[config.mk]
export PLATFORM = sky130hd
export DESIGN_NAME = spi_slave_bridge_param
export DESIGN_NICKNAME = d
export VERILOG_FILES = /design/src/rtl/spi_slave_bridge_param.sv
export SDC_FILE = /design/constraint.sdc
export NUM_CORES = 1
export LEC_CHECK = 0
export BUFFER_PORTS_ARGS = -buffer_cell sky130_fd_sc_hd__buf_2
export CORE_MARGIN = 8
export CORE_UTILIZATION = 53
export DETAILED_ROUTE_END_ITERATION = 6
export HOLD_SLACK_MARGIN = 0.03
export PLACE_DENSITY = 0.77
export SETUP_SLACK_MARGIN = 0.05
export SYNTH_ARGS = -nofsm -noshare
export SYNTH_HDL_FRONTEND = slang
export SYNTH_SLANG_ARGS = --single-unit
[constraint.sdc]
create_clock -name clk -period 2.4 [get_ports clk]
set_clock_uncertainty 0.1 [all_clocks]
set_input_delay 0.36 -clock clk [delete_from_list [all_inputs] [get_ports clk]]
set_output_delay 0.36 -clock clk [all_outputs]
set_load 0.01 [all_outputs]
[src/rtl/spi_slave_bridge_param.sv]
// spi_slave_bridge_param: SPI slave (all four modes, WORD_W-bit words) bridged into the clk domain.
module spi_slave_bridge_param #(
  parameter int WORD_W = 8,
  parameter int SYNC_STAGES = 2
) (
  input  logic              clk,
  input  logic              rst,
  input  logic              sclk,
  input  logic              cs_n,
  input  logic              mosi,
  output logic              miso,
  output logic              miso_oe,
  input  logic [1:0]        mode,
  input  logic [WORD_W-1:0] tx_data,
  output logic              tx_load,
  output logic [WORD_W-1:0] rx_data,
  output logic              rx_valid,
  output logic              abort,
  output logic              busy
);
  localparam int CW = $clog2(WORD_W);
  typedef enum logic {IDLE, ACTIVE} state_t;
  state_t state;
  logic [SYNC_STAGES-1:0] sclk_sy, cs_sy, mosi_sy;
  logic sclk_d, cs_d;
  logic [1:0] mode_q;
  logic [WORD_W-1:0] tx_shift;
  logic [WORD_W-2:0] rx_shift;
  logic [CW-1:0] cnt, cnt_nx;
  logic reload;
  logic sclk_s, cs_s, mosi_s, rise, fall, lead, trail, sample, shift_e, done, cs_fall, cs_rise;
  always_ff @(posedge clk or posedge rst) begin
    if (rst) begin
      sclk_sy <= '0;
      cs_sy <= '1;
      mosi_sy <= '0;
      sclk_d <= 1'b0;
      cs_d <= 1'b1;
    end else begin
      sclk_sy <= {sclk_sy[SYNC_STAGES-2:0], sclk};
      cs_sy <= {cs_sy[SYNC_STAGES-2:0], cs_n};
      mosi_sy <= {mosi_sy[SYNC_STAGES-2:0], mosi};
      sclk_d <= sclk_sy[SYNC_STAGES-1];
      cs_d <= cs_sy[SYNC_STAGES-1];
    end
  end
  always_comb begin
    sclk_s = sclk_sy[SYNC_STAGES-1];
    cs_s = cs_sy[SYNC_STAGES-1];
    mosi_s = mosi_sy[SYNC_STAGES-1];
    rise = sclk_s & ~sclk_d;
    fall = ~sclk_s & sclk_d;
    lead = mode_q[1] ? fall : rise;
    trail = mode_q[1] ? rise : fall;
    sample = mode_q[0] ? trail : lead;
    shift_e = mode_q[0] ? lead : trail;
    done = sample && (cnt == CW'(WORD_W-1));
    cnt_nx = done ? '0 : sample ? cnt + CW'(1) : cnt;
    cs_fall = cs_d & ~cs_s;
    cs_rise = ~cs_d & cs_s;
  end
  // CPHA=0 puts the MSB on miso at frame start, so the shifter is preloaded one bit ahead.
  always_ff @(posedge clk or posedge rst) begin
    if (rst) begin
      state <= IDLE;
      mode_q <= 2'b00;
      tx_shift <= '0;
      rx_shift <= '0;
      cnt <= '0;
      reload <= 1'b0;
      miso <= 1'b0;
      miso_oe <= 1'b0;
      tx_load <= 1'b0;
      rx_data <= '0;
      rx_valid <= 1'b0;
      abort <= 1'b0;
      busy <= 1'b0;
    end else begin
      tx_load <= 1'b0;
      rx_valid <= 1'b0;
      abort <= 1'b0;
      if (state == IDLE) begin
        if (cs_fall) begin
          state <= ACTIVE;
          busy <= 1'b1;
          mode_q <= mode;
          tx_shift <= mode[0] ? tx_data : {tx_data[WORD_W-2:0], 1'b0};
          tx_load <= 1'b1;
          cnt <= '0;
          miso_oe <= 1'b1;
          miso <= mode[0] ? 1'b0 : tx_data[WORD_W-1];
        end
      end else if (cs_rise) begin
        state <= IDLE;
        busy <= 1'b0;
        miso_oe <= 1'b0;
        miso <= 1'b0;
        cnt <= '0;
        rx_shift <= '0;
        reload <= 1'b0;
        abort <= cnt_nx != '0;
        if (done) begin
          rx_data <= {rx_shift, mosi_s};
          rx_valid <= 1'b1;
        end
      end else begin
        cnt <= cnt_nx;
        reload <= done;
        if (sample) rx_shift <= {rx_shift[WORD_W-3:0], mosi_s};
        if (done) begin
          rx_data <= {rx_shift, mosi_s};
          rx_valid <= 1'b1;
        end
        // Reload lags rx_valid by one cycle so the core can present the next word.
        if (reload) begin
          tx_shift <= tx_data;
          tx_load <= 1'b1;
        end else if (shift_e) begin
          miso <= tx_shift[WORD_W-1];
          tx_shift <= {tx_shift[WORD_W-2:0], 1'b0};
        end
      end
    end
  end
endmodule
Word level (Yosys, flattened, before mapping)

Cells that the tools add are included.

Flip-flop bits (word level): 43
Input port bits: 15
Output and inout port bits: 14
Word-level logic and storage cells: 80

$add $sub $neg: 1
Equal/unequal tests: 6
Multiplexer cells: 37
Bitwise operators: 9
Reductions and logical operators: 10

Operator list:

| kind                  | number |
|---|---|
| $mux W8               | 6 |
| $mux W1               | 24 |
| $mux W3               | 5 |
| $mux W7               | 2 |
| $reduce_and A2 Y1     | 4 |
| $ne A3 B1 Y1 const B  | 2 |
| $reduce_and A3 Y1     | 2 |
| $not A1 Y1            | 5 |
| $and A1 B1 Y1         | 4 |
| $reduce_bool A2 Y1    | 2 |
| $add A3 B1 Y3 const B | 1 |
| $eq A3 B3 Y1 const B  | 1 |
| $ne A3 B2 Y1 const B  | 1 |
| $reduce_bool A3 Y1    | 1 |
| $ne A2 B1 Y1 const B  | 1 |
| $ne A2 B2 Y1 const B  | 1 |
| $logic_and A1 B1 Y1   | 1 |

Longest topological paths before layout

Depth in word-level cells: 9
Mapped depth: 6

Least setup slack after synthesis

Ideal clock, no wire load.

Path kind: register -> register
From: register mode_q[0]
To: register rx_data[0]
Setup time: 0.125 ns
Arrival time: 1.550 ns
Data required time: 2.175 ns
Slack: 0.625 ns
Cell stages (with the launch flop): 6
Buffers on the path: 1
Clock period less this slack: 1.775 ns
Path through: dfrtp_1 > xnor2_2 > mux2i_1 > and3_1 > buf_6 > mux2_4

Cells in the longest elaborated chain, start to end: 3

Ends and longest elaborated chain:

| item                        | line | text |
|---|---|---|
| start, declared             | 26   | `logic [1:0] mode_q;` |
| start signal, assigned      | 86   | `mode_q <= mode;` |
| $mux W1                     | 55   | `sample = mode_q[0] ? trail : lead;` |
| $logic_and A1 B1 Y1         | 57   | `done = sample && (cnt == CW'(WORD_W-1));` |
| $reduce_and A2 Y1 (no line) | --   |  |
| end signal, assigned        | 103  | `rx_data <= {rx_shift, mosi_s};` |
| end signal, assigned        | 111  | `rx_data <= {rx_shift, mosi_s};` |
| end, declared               | 16   | `output logic [WORD_W-1:0] rx_data,` |

No other way between the ends.
A chain may end at the register's enable or synchronous reset.

Worst setup path after layout

From: register mode_q[0]
To: register rx_data[3]

The elaborated chain is that of the path after synthesis.

==> reports/results.ini <==
[setup_path]
reg2regPathDepth=5
crit_chain=xnor2_2 > mux2i_1 > and3_1 > buf_4 > mux2_4
rr_startpoint=mode_q[0]$_DFFE_PP0P_
critPathMaxFanout=10
cpLargestDelayFamily=multiplexers
timing.reg2reg.setup_slack_ps=410
start_kind=register
critPathRequiredTime_ps=2480
worst_path_max_delay_cell=dfrtp_1
worstPathArrival_ps=2070
regToRegEndpoint=rx_data[3]$_DFFE_PP0P_
critPathCaptureType=register
worst_path_largest_cell_delay_ps=410
path_class=reg2reg
cp.buffers_inverters=1

[die]
height_of_the_die_um=76.8
row_count=22
coreArea_um2=3610
floorplan.die.width_um=76.8
initial_utilization=0.544
fp.dieArea_um2=5900
ios=29

[clock_network]
clk_root_buffer_cell=clkbuf_8
worst_skew_pair.late_latency_ps=290
post_cts_resize_count=0
clk_path_buf_depth=2
cts-hold-fix-buffers=0
cts_tree=done
cts_num_sinks=43
clk_pin_slew_ps=80
cts_inserted_buffers=5
cts.repair_timing.setup_buffer_count=0
cts-htree-levels=2

[sta]
final_period_minus_worst_setup_slack_ps=1990
post-route-period-util=0.831
totalNegativeSetupSlack_ps=0
timing_worst_slew_pin_value_ps=545
hold_viol_final=0
fmaxAchievable_mhz=501
timing.hold.ws_ps=66.7
setup_violations=0
unrepaired_setup_endpoints_after_global_routing=false
slew_headroom=0.637
timing.final.max_slew_violations=0

[synthesis]
synth_cells=150
synth_seq_area_share=0.550
synthesis.yosys.warnings=0
netlist_area_pre_place_um2=1960
synth-seq-cells=43
syn-mean-instance-area_um2=13.1
yosys.cell_types.count=32
synth_top_area_share=0.510
synthesis.nets=167
synth.largest_area_cell=dfrtp_1
synth_area_leaders=dfrtp_1, mux2_2, mux2_4

[cells_and_area]
layout.cell_area.non_filler_um2=2240
final_nets=198
utilization=0.621
flow.area_growth_from_synthesis_pct=14.2
fillCellCount=294
final_common_cell=dfrtp_1
combined_area_of_the_multi_input_logic_cells_um2=831
number_of_antenna_cells_inserted=0
seq_area_um2=1080
drive_above_1_share=0.368
most-common-layout-cells=dfrtp_1, buf_2, mux2_2

[placed_design]
placement.io_buffers=28
post_dp_cell_area_um2=2150
detailed_place_hpwl_mm=2.71
routability_congestion_estimate=0.745

[power]
maximum_vdd_ir_drop_mv=0.497
power_density_nw_per_um2=797
fin_total_pwr_uw=1790
leakagePower_uw=0.00106

[global_routing]
grt.total_usage=0.139
initial_antenna_violation_count=0
first_pass_grt_wire_length_mm=6.73
grt_max_degree=44
via_count_of_the_first_global_routing_pass=1429
grt_overflow_total=0

[routing]
detailedRoute.firstPassIterationCount=4
detailroute.via_count=1307
route.final.wire_length_mm=3.86
number_of_vias_per_cell=5.68
antenna_left=0
dr.first_iter.drc_count=46
post-route-drc-count=0
drt-wirelength-per-cell_um=16.8

[flow_run]
cap_viol_max_count=0

[hold_path]
min_delay_worst_endpoint=cs_sy[0]$_DFF_PP1_
holdCritPathClass=in2reg
worstHoldStart=cs_n
worst_hold_path.num_cells=1

[outcome]
run_status=completed

through the flow:
stage / setup WS [ps] / cells
final: 406 / 230
after global routing: 336 / 230
after CTS: 407 / 230
after detailed placement: 416 / 222
after global placement: 510 / 222
after floorplan: 625 / 150
worst max path at each step:
stage	startpoint	endpoint	slack (ps)	cells past startpoint
2_1_floorplan	mode_q[0]$_DFFE_PP0P_	rx_data[0]$_DFFE_PP0P_	620	5
5_1_grt	mode_q[0]$_DFFE_PP0P_	rx_data[0]$_DFFE_PP0P_	340	5
6_report	mode_q[0]$_DFFE_PP0P_	rx_data[3]$_DFFE_PP0P_	410	5
3_5_place_dp	mode_q[0]$_DFFE_PP0P_	rx_data[3]$_DFFE_PP0P_	420	5
3_3_place_gp	mode_q[0]$_DFFE_PP0P_	rx_data[7]$_DFFE_PP0P_	510	5
4_1_cts	mode_q[0]$_DFFE_PP0P_	rx_data[3]$_DFFE_PP0P_	410	5
layer usage:
layer  share of wire  vias up  GRT usage
met1            0.44      668      0.160
met4           0.012        0     0.0442
met2            0.49       28      0.229
met5               0        -          0
met3           0.058        5     0.0548
li1                -      606          -
report_power, final:
group	total, uW	internal, uW	leakage (uW)	switching [uW]
sequential	922	840	0.000547	82.4
clock	467	232	0.0000482	235
combinational	397	210	0.000467	187
cell families (layout without fill, tap and decap cells):
kind of cell / after synthesis / after routing / synth area share
flops: 43 / 43 / 0.550
compound gates: 33 / 33 / 0.133
simple gates: 31 / 31 / 0.0874
mux: 30 / 30 / 0.182
buf+inv: 10 / 42 / 0.0261
fa+ha+maj: 2 / 2 / 0.0128
xor+xnor: 1 / 1 / 0.00829
layout make-up:
type | instances | share of cell area
timing repair buffer | 32 | 0.0760
clock inverter | 1 | 0.00223
clock buffer | 7 | 0.0385
sequential | 43 | 0.482
tap | 48 | 0.0268
multi-input combinational | 97 | 0.371
inverter | 2 | 0.00335
cell usage after synthesis, drive strengths merged:
library cell,instances
xnor2,1
nand2,4
a22o,10
mux2i,9
and3,1
nor3,2
o32ai,1
o21a,1
o22ai,1
nor2,7
a211oi,7
dfrtp,40
nor2b,8
buf,4
mux2,21
clkbuf,4
a21oi,7
nor4bb,2
dfstp,3
a31o,1
ha,2
o21ai,2
inv,2
a32oi,1
o2bb2ai,1
nor4,2
a21o,1
nand2b,5
state kept, by name (all words and copies together) (netlist names):
register and cells:
tx_shift 8, busy 1, sclk_sy 2, mosi_sy 2, abort 1, cnt 3
tx_load 1, state 1, cs_d 1, rx_shift 7, rx_data 8, mode_q 2
miso 1, rx_valid 1, reload 1, sclk_d 1, cs_sy 2
No activity file was read; power rests on OpenSTA's default activity.
